$ cat src/rtl/col_window_feeder_pkg.sv
// col_window_feeder_pkg: band marker values and feeder state encoding shared with the convolution integration.
package col_window_feeder_pkg;
    localparam int MARK_HDR  = 123;
    localparam int MARK_TRL0 = 124;
    localparam int MARK_TRL1 = 79;

    typedef enum logic [2:0] {FILL, HDR, PIX, TRL0, TRL1} state_t;

    function automatic logic [1:0] slot_add(input logic [1:0] a, input logic [1:0] b);
        logic [2:0] s;
        s = 3'(a) + 3'(b);
        return 2'(s >= 3'd3 ? s - 3'd3 : s);
    endfunction
endpackage

$ cat src/rtl/col_window_feeder_if.sv
// col_window_feeder_if: AXI-Stream beat channel with master/slave views.
interface col_window_feeder_if #(parameter int C_AXIS_TDATA_WIDTH = 32);
    logic [C_AXIS_TDATA_WIDTH-1:0] tdata;
    logic                          tvalid;
    logic                          tready;
    logic                          tlast;

    modport master(output tdata, output tvalid, output tlast, input tready);
    modport slave(input tdata, input tvalid, input tlast, output tready);
endinterface

$ cat src/rtl/col_window_feeder_ram.sv
// col_window_ram: simple dual-port line store with a one-cycle registered read.
module col_window_ram #(
    parameter int DEPTH = 192,
    parameter int AW    = 8,
    parameter int DW    = 8
) (
    input  logic          clk,
    input  logic          we,
    input  logic [AW-1:0] waddr,
    input  logic [DW-1:0] wdata,
    input  logic [AW-1:0] raddr,
    output logic [DW-1:0] rdata
);
    logic [DW-1:0] mem [DEPTH];

    always_ff @(posedge clk) begin
        if (we) mem[waddr] <= wdata;
        rdata <= mem[raddr];
    end
endmodule

$ cat src/rtl/col_window_feeder.sv
// col_window_feeder: buffers three image rows and streams each 3-row band column by column between marker beats.
module col_window_feeder
    import col_window_feeder_pkg::*;
#(
    parameter int IMG_WIDTH          = 64,
    parameter int IMG_HEIGHT         = 64,
    parameter int C_AXIS_TDATA_WIDTH = 32,
    parameter int PIXEL_NB           = 8
) (
    input  logic                 s00_axis_aclk,
    input  logic                 s00_axis_areset,
    col_window_feeder_if.slave   s00_axis,
    col_window_feeder_if.master  m00_axis,
    output logic                 row_len_err
);
    localparam int DW = C_AXIS_TDATA_WIDTH;
    localparam int CW = $clog2(IMG_WIDTH);
    localparam int RW = $clog2(IMG_HEIGHT + 1);
    localparam int AW = $clog2(3 * IMG_WIDTH);

    state_t              state, state_n;
    logic [CW-1:0]       col, col_n, x, x_n;
    logic [1:0]          sub, sub_n, wr_slot, wr_slot_n, loaded, loaded_n;
    logic [RW-1:0]       row_in, row_in_n;
    logic                pix_last, pix_last_n, err_n;
    logic [DW-1:0]       tdata_n;
    logic                tvalid_n, tlast_n;
    logic                wr_en, beat_out, row_end, unused_data;
    logic [AW-1:0]       waddr, raddr;
    logic [PIXEL_NB-1:0] rdata;

    assign s00_axis.tready = state == FILL;
    assign wr_en       = s00_axis.tvalid && s00_axis.tready;
    assign beat_out    = m00_axis.tvalid && m00_axis.tready;
    assign row_end     = col == CW'(IMG_WIDTH - 1);
    assign unused_data = ^s00_axis.tdata;
    assign waddr       = AW'(int'(wr_slot) * IMG_WIDTH + int'(col));
    // Read address follows the next-state counters so rdata always matches the registered (x, sub).
    assign raddr       = AW'(int'(slot_add(wr_slot_n, sub_n)) * IMG_WIDTH + int'(x_n));

    col_window_ram #(.DEPTH(3 * IMG_WIDTH), .AW(AW), .DW(PIXEL_NB)) u_ram (
        .clk   (s00_axis_aclk),
        .we    (wr_en),
        .waddr (waddr),
        .wdata (s00_axis.tdata[PIXEL_NB-1:0]),
        .raddr (raddr),
        .rdata (rdata)
    );

    always_comb begin
        state_n    = state;
        col_n      = col;
        x_n        = x;
        sub_n      = sub;
        wr_slot_n  = wr_slot;
        loaded_n   = loaded;
        row_in_n   = row_in;
        pix_last_n = pix_last;
        tdata_n    = m00_axis.tdata;
        tvalid_n   = m00_axis.tvalid;
        tlast_n    = m00_axis.tlast;
        err_n      = row_len_err || (wr_en && (s00_axis.tlast != row_end));
        case (state)
            FILL: if (wr_en) begin
                col_n = row_end ? '0 : col + 1'b1;
                if (row_end) begin
                    row_in_n  = row_in + 1'b1;
                    wr_slot_n = wr_slot == 2'd2 ? 2'd0 : wr_slot + 2'd1;
                    loaded_n  = loaded == 2'd3 ? 2'd3 : loaded + 2'd1;
                    if (loaded_n == 2'd3) begin
                        state_n    = HDR;
                        tdata_n    = DW'(MARK_HDR);
                        tvalid_n   = 1'b1;
                        x_n        = '0;
                        sub_n      = '0;
                        pix_last_n = 1'b0;
                    end
                end
            end
            HDR, PIX: if (beat_out) begin
                if (state == PIX && pix_last) begin
                    state_n = TRL0;
                    tdata_n = DW'(MARK_TRL0);
                end else begin
                    state_n    = PIX;
                    tdata_n    = DW'(rdata);
                    pix_last_n = x == CW'(IMG_WIDTH - 1) && sub == 2'd2;
                    sub_n      = sub == 2'd2 ? 2'd0 : sub + 2'd1;
                    x_n        = sub != 2'd2 ? x : (x == CW'(IMG_WIDTH - 1) ? '0 : x + 1'b1);
                end
            end
            TRL0: if (beat_out) begin
                state_n = TRL1;
                tdata_n = DW'(MARK_TRL1);
                tlast_n = 1'b1;
            end
            TRL1: if (beat_out) begin
                state_n  = FILL;
                tdata_n  = '0;
                tvalid_n = 1'b0;
                tlast_n  = 1'b0;
                if (row_in >= RW'(IMG_HEIGHT)) begin
                    row_in_n  = '0;
                    loaded_n  = '0;
                    wr_slot_n = '0;
                end
            end
            default: state_n = FILL;
        endcase
    end

    always_ff @(posedge s00_axis_aclk or posedge s00_axis_areset) begin
        if (s00_axis_areset) begin
            state           <= FILL;
            col             <= '0;
            x               <= '0;
            sub             <= '0;
            wr_slot         <= '0;
            loaded          <= '0;
            row_in          <= '0;
            pix_last        <= 1'b0;
            row_len_err     <= 1'b0;
            m00_axis.tdata  <= '0;
            m00_axis.tvalid <= 1'b0;
            m00_axis.tlast  <= 1'b0;
        end else begin
            state           <= state_n;
            col             <= col_n;
            x               <= x_n;
            sub             <= sub_n;
            wr_slot         <= wr_slot_n;
            loaded          <= loaded_n;
            row_in          <= row_in_n;
            pix_last        <= pix_last_n;
            row_len_err     <= err_n;
            m00_axis.tdata  <= tdata_n;
            m00_axis.tvalid <= tvalid_n;
            m00_axis.tlast  <= tlast_n;
        end
    end
endmodule

$ cat src/flat_wrapper.sv
// flat-port wrapper written by rule: the top's interface ports become plain ports
module col_window_feeder_flat import col_window_feeder_pkg::*;
#(
    parameter int IMG_WIDTH          = 64,
    parameter int IMG_HEIGHT         = 64,
    parameter int C_AXIS_TDATA_WIDTH = 32,
    parameter int PIXEL_NB           = 8
)
  (s00_axis_aclk, s00_axis_areset, row_len_err, s00_axis_tdata, s00_axis_tvalid, s00_axis_tlast, s00_axis_tready, m00_axis_tdata, m00_axis_tvalid, m00_axis_tlast, m00_axis_tready);
  col_window_feeder_if #(.C_AXIS_TDATA_WIDTH(C_AXIS_TDATA_WIDTH)) s00_axis_i ();
  col_window_feeder_if #(.C_AXIS_TDATA_WIDTH(C_AXIS_TDATA_WIDTH)) m00_axis_i ();
  input  logic s00_axis_aclk;
  input  logic s00_axis_areset;
  output logic row_len_err;
  input wire logic [$bits(s00_axis_i.tdata)-1:0] s00_axis_tdata;
  input wire logic [$bits(s00_axis_i.tvalid)-1:0] s00_axis_tvalid;
  input wire logic [$bits(s00_axis_i.tlast)-1:0] s00_axis_tlast;
  output wire logic [$bits(s00_axis_i.tready)-1:0] s00_axis_tready;
  output wire logic [$bits(m00_axis_i.tdata)-1:0] m00_axis_tdata;
  output wire logic [$bits(m00_axis_i.tvalid)-1:0] m00_axis_tvalid;
  output wire logic [$bits(m00_axis_i.tlast)-1:0] m00_axis_tlast;
  input wire logic [$bits(m00_axis_i.tready)-1:0] m00_axis_tready;
  assign s00_axis_i.tdata = s00_axis_tdata;
  assign s00_axis_i.tvalid = s00_axis_tvalid;
  assign s00_axis_i.tlast = s00_axis_tlast;
  assign s00_axis_tready = s00_axis_i.tready;
  assign m00_axis_tdata = m00_axis_i.tdata;
  assign m00_axis_tvalid = m00_axis_i.tvalid;
  assign m00_axis_tlast = m00_axis_i.tlast;
  assign m00_axis_i.tready = m00_axis_tready;
  col_window_feeder #(.IMG_WIDTH(IMG_WIDTH), .IMG_HEIGHT(IMG_HEIGHT), .C_AXIS_TDATA_WIDTH(C_AXIS_TDATA_WIDTH), .PIXEL_NB(PIXEL_NB)) u_core (.s00_axis_aclk(s00_axis_aclk), .s00_axis_areset(s00_axis_areset), .s00_axis(s00_axis_i), .m00_axis(m00_axis_i), .row_len_err(row_len_err));
endmodule
$ cat config.mk
export PLATFORM = sky130hd
export DESIGN_NAME = col_window_feeder_flat
export DESIGN_NICKNAME = d
export VERILOG_FILES = /design/src/rtl/col_window_feeder_pkg.sv /design/src/rtl/col_window_feeder_if.sv /design/src/rtl/col_window_feeder_ram.sv /design/src/rtl/col_window_feeder.sv /design/src/flat_wrapper.sv
export SDC_FILE = /design/constraint.sdc
export NUM_CORES = 2
export LEC_CHECK = 0
export ABC_AREA = 1
export BUFFER_PORTS_ARGS = -buffer_cell sky130_fd_sc_hd__buf_4
export CORE_MARGIN = 2
export CORE_UTILIZATION = 57
export DETAILED_ROUTE_END_ITERATION = 12
export PLACE_DENSITY = 0.76
export SLEW_MARGIN = 10
export SYNTH_ARGS = -nofsm -noshare
export SYNTH_HDL_FRONTEND = slang
export SYNTH_SLANG_ARGS = --single-unit
export TNS_END_PERCENT = 20
$ cat constraint.sdc
create_clock -name s00_axis_aclk -period 3.5 [get_ports s00_axis_aclk]
set_input_delay 0.7 -clock s00_axis_aclk [delete_from_list [all_inputs] [get_ports s00_axis_aclk]]
set_output_delay 0.7 -clock s00_axis_aclk [all_outputs]
set_load 0.01 [all_outputs]
==> metrics.txt <==
status finished, final reports clean; cell area after synthesis 0.06802 mm2; H-tree depth 4; vias 46590; CTS tree built; max frequency 287.2 MHz; post-synth cell types 44; crit path DAT 4150 ps; min-delay worst type input port to flop; Post-synth EDFFs 1536; WP buf/inv 4; Final Cycle Share 0.9950; Placeable Area 0.1182 mm2; IO Pins 73; Placement Rows 126; vias in the first global route 44680; Async SR Flop Fraction 0.02525; Seq/Total Area, Yosys 0.6952; most frequent cells after synthesis 1536 x edfxtp_1, 1062 x nand3_1, 969 x nand2_1; crit-path cells nor2_4, nand2_2, inv_2, nand2_2, nor2_4, nor2_1, a31oi_1, o22ai_1, ha_1, fa_1, buf_4, inv_1, o21ai_2, xor2_2, buf_4, nand3_1, nand3_1, nand2_1; CTS buffer count 156; GRT busiest layer met2; Clock Sink Count 1584; kind of critical path flop to flop; drt drc 0; Post-DRT Antenna Nets 0; largest net degree at the start of global routing 115; Crit path depth 18; M3 GR Usage 0.06267; global routing usage on met2 0.4546; Peak VDD IR 0.7734 mV; Synth Flop Type edfxtp_1; Pwr Density 826.5 mW/mm2; Via density 6.066; Gate Count Post-Synth 5970; Pins Over Slew Limit 0; DIE WIDTH 349.4 um; top cells by area, synth edfxtp_1 68%, nand3_1 7.8%, nand2_1 5.3%; most common cell in the netlist edfxtp_1; worst reg-to-reg path cell count 18; Critical Path Source Type flop; DRT iter0 DRCs 6393; max incr delay on CP 540 ps; Worst Path Max Fanout 5; hold slack 192.2 ps; Yosys Warn Count 0; routability cong. 0.9591; clk_skew 25.75 ps; Synth area leader edfxtp_1; clk_lat worst skew 770 ps; Syn-to-layout area delta 12.26%; unrepaired setup endpoints after global routing yes; first-pass GRT wire length 265800 um; Yosys top cell area share 0.6781; Layout Cells excl Fill 7680; #FFs+latches synth 1584; final hold vios 0; slew of the pin with the lowest slew margin 1010 ps; CTS Root Cell clkbuf_16; detailed-placement wirelength estimate 104900 um; WL/cell 23.09 um; final setup fails 0; syn_area_per_cell 11.39 um2; Worst-path clk slew 60 ps; Die Y 349.4 um; die area 0.1221 mm2; Pleak 28.46 nW; Max-cap violations 0; Worst Setup End Kind flop; initial antenna violation count 4; nets 6074; Pre-antenna DRT Iters 6; Initial Util 0.5752; gr ovfl total 0; met1 Use GR 0.3883; CTS Buffer Depth 3; share of layout cells above drive strength 1 0.08984; port bufs 24; n_diodes 0; fin crit period 3482 ps; Max stage delay cell, worst path fa_1; routed wire length 177300 um; Slew HR 0.3252; Crit path max-delay family simple AND/OR/NAND/NOR gates; Worst Path Required 4160 ps; placed instance count 7403; Hold Path Cell Cnt 2; GRT Util Overall 0.2884
where the power goes:
part	internal (mW)	switching, mW
sequential	21.1	0.224
clock	9.25	7.02
combinational	8.41	17.1
metal layers:
| metal | vias up | share of wire | wire length [um] |
|---|---|---|---|
| met2 | 2774 | 0.47 | 82680 |
| met5 | - | 0.00048 | 86 |
| met4 | 4 | 0.043 | 7654 |
| li1 | 20860 | - | - |
| met3 | 442 | 0.11 | 19940 |
| met1 | 22510 | 0.38 | 66970 |
final timing paths:
path	from	slack, ps	to
setup reg to reg	u_core.state[1]$_DFFE_PP0P_	20	u_core.u_ram.rdata[7]$_DFF_P_
hold reg to reg	u_core.row_in[5]$_DFFE_PP0P_	460	u_core.row_in[5]$_DFFE_PP0P_
min in group asynchronous	s00_axis_areset	380	u_core.row_in[1]$_DFFE_PP0P_
setup / recovery	u_core.state[1]$_DFFE_PP0P_	20	u_core.u_ram.rdata[7]$_DFF_P_
hold / removal	s00_axis_tlast	190	u_core.row_len_err$_DFF_PP0_
max in group asynchronous	s00_axis_areset	2420	u_core.state[1]$_DFFE_PP0P_
through the flow:
step                      TNS (ps)  power, mW  utilization  cell area, um2  worst slack, ps
after floorplan                  0      37.24            -           68120           0.9852
after global placement           0      45.59       0.6036           71370           0.8729
after detailed placement    -77.88      46.22       0.6036           71370           -28.57
after CTS                        0      62.39       0.6451           76280            22.60
after global routing        -806.8      65.92       0.6458           76350           -119.8
final                            0      63.11       0.6458           76350            17.65
area by class of cell:
class                   instances  area, um2
fillers                      8354      41890
multi-input cells            3311      16330
clock buffers                 183       4143
clock inverters                91      755.7
repair buffers                297       3346
flip-flops and latches       1584      47290
well taps                    1536       1922
inverters                     678       2569
worst register-to-register path: stages (launching register included):
cell and delay (ps):
dfrtp_2 440, nor2_4 130, nand2_2 120, inv_2 100
nand2_2 110, nor2_4 160, nor2_1 50, a31oi_1 160
o22ai_1 130, ha_1 240, fa_1 540, buf_4 120
inv_1 50, o21ai_2 180, xor2_2 290, buf_4 220
nand3_1 160, nand3_1 140, nand2_1 50
sequential cells by signal, indices dropped and copies added, names as in the netlist:
signal and flops:
u_core.u_ram.mem 1536, u_core.m00_axis.tdata 8, u_core.u_ram.rdata 8, u_core.row_in 7, u_core.col 6, u_core.x 6
u_core.state 3, u_core.loaded 2, u_core.sub 2, u_core.wr_slot 2, u_core.m00_axis.tlast 1, u_core.m00_axis.tvalid 1
u_core.pix_last 1, u_core.row_len_err 1
timing repair:
item	CTS	global route
hold buffers	1	0
endpoints found under the hold margin	5	0
cloned	0	1
setup endpoints to repair	2	8
resized for setup	1	17
buffers inserted	0	1
pin swaps	0	3
cells in the final DEF, fill, tap and decap left out, types with 4 or more instances in the layout:
cell	netlist	layout
edfxtp_1	1536	1536
nand3_1	1062	1059
nand2_1	969	966
inv_1	671	666
nor2_1	320	316
nand3b_1	280	280
o21ai_0	272	271
buf_4	33	201
clkbuf_16	0	162
o211ai_1	154	154
a21oi_1	137	137
buf_12	0	84
clkinv_1	1	40
dfrtp_1	40	39
o21ai_1	34	33
clkinv_2	0	26
conb_1	1	24
clkbuf_1	129	20
bufinv_16	0	11
a31oi_1	8	8
ha_1	8	8
clkinvlp_4	0	8
buf_6	10	8
dfxtp_1	8	8
nor3_1	7	7
inv_6	0	7
nand2_2	6	6
inv_2	6	5
nand3_2	3	5
nor2_4	1	4
logic make-up after synthesis:
family                     Yosys count  share of synthesized area
and+or+nand+nor                   2656                     0.1828
DFF                               1584                     0.6952
buffers and inverters             1098                    0.06777
xor gates and xnor gates             4                  0.0005150
AOI/OAI and AO/OA                  618                    0.05186
adders and majority gates            9                   0.001766
other                                1                 0.00005513
(Power assumes the default switching activity.)
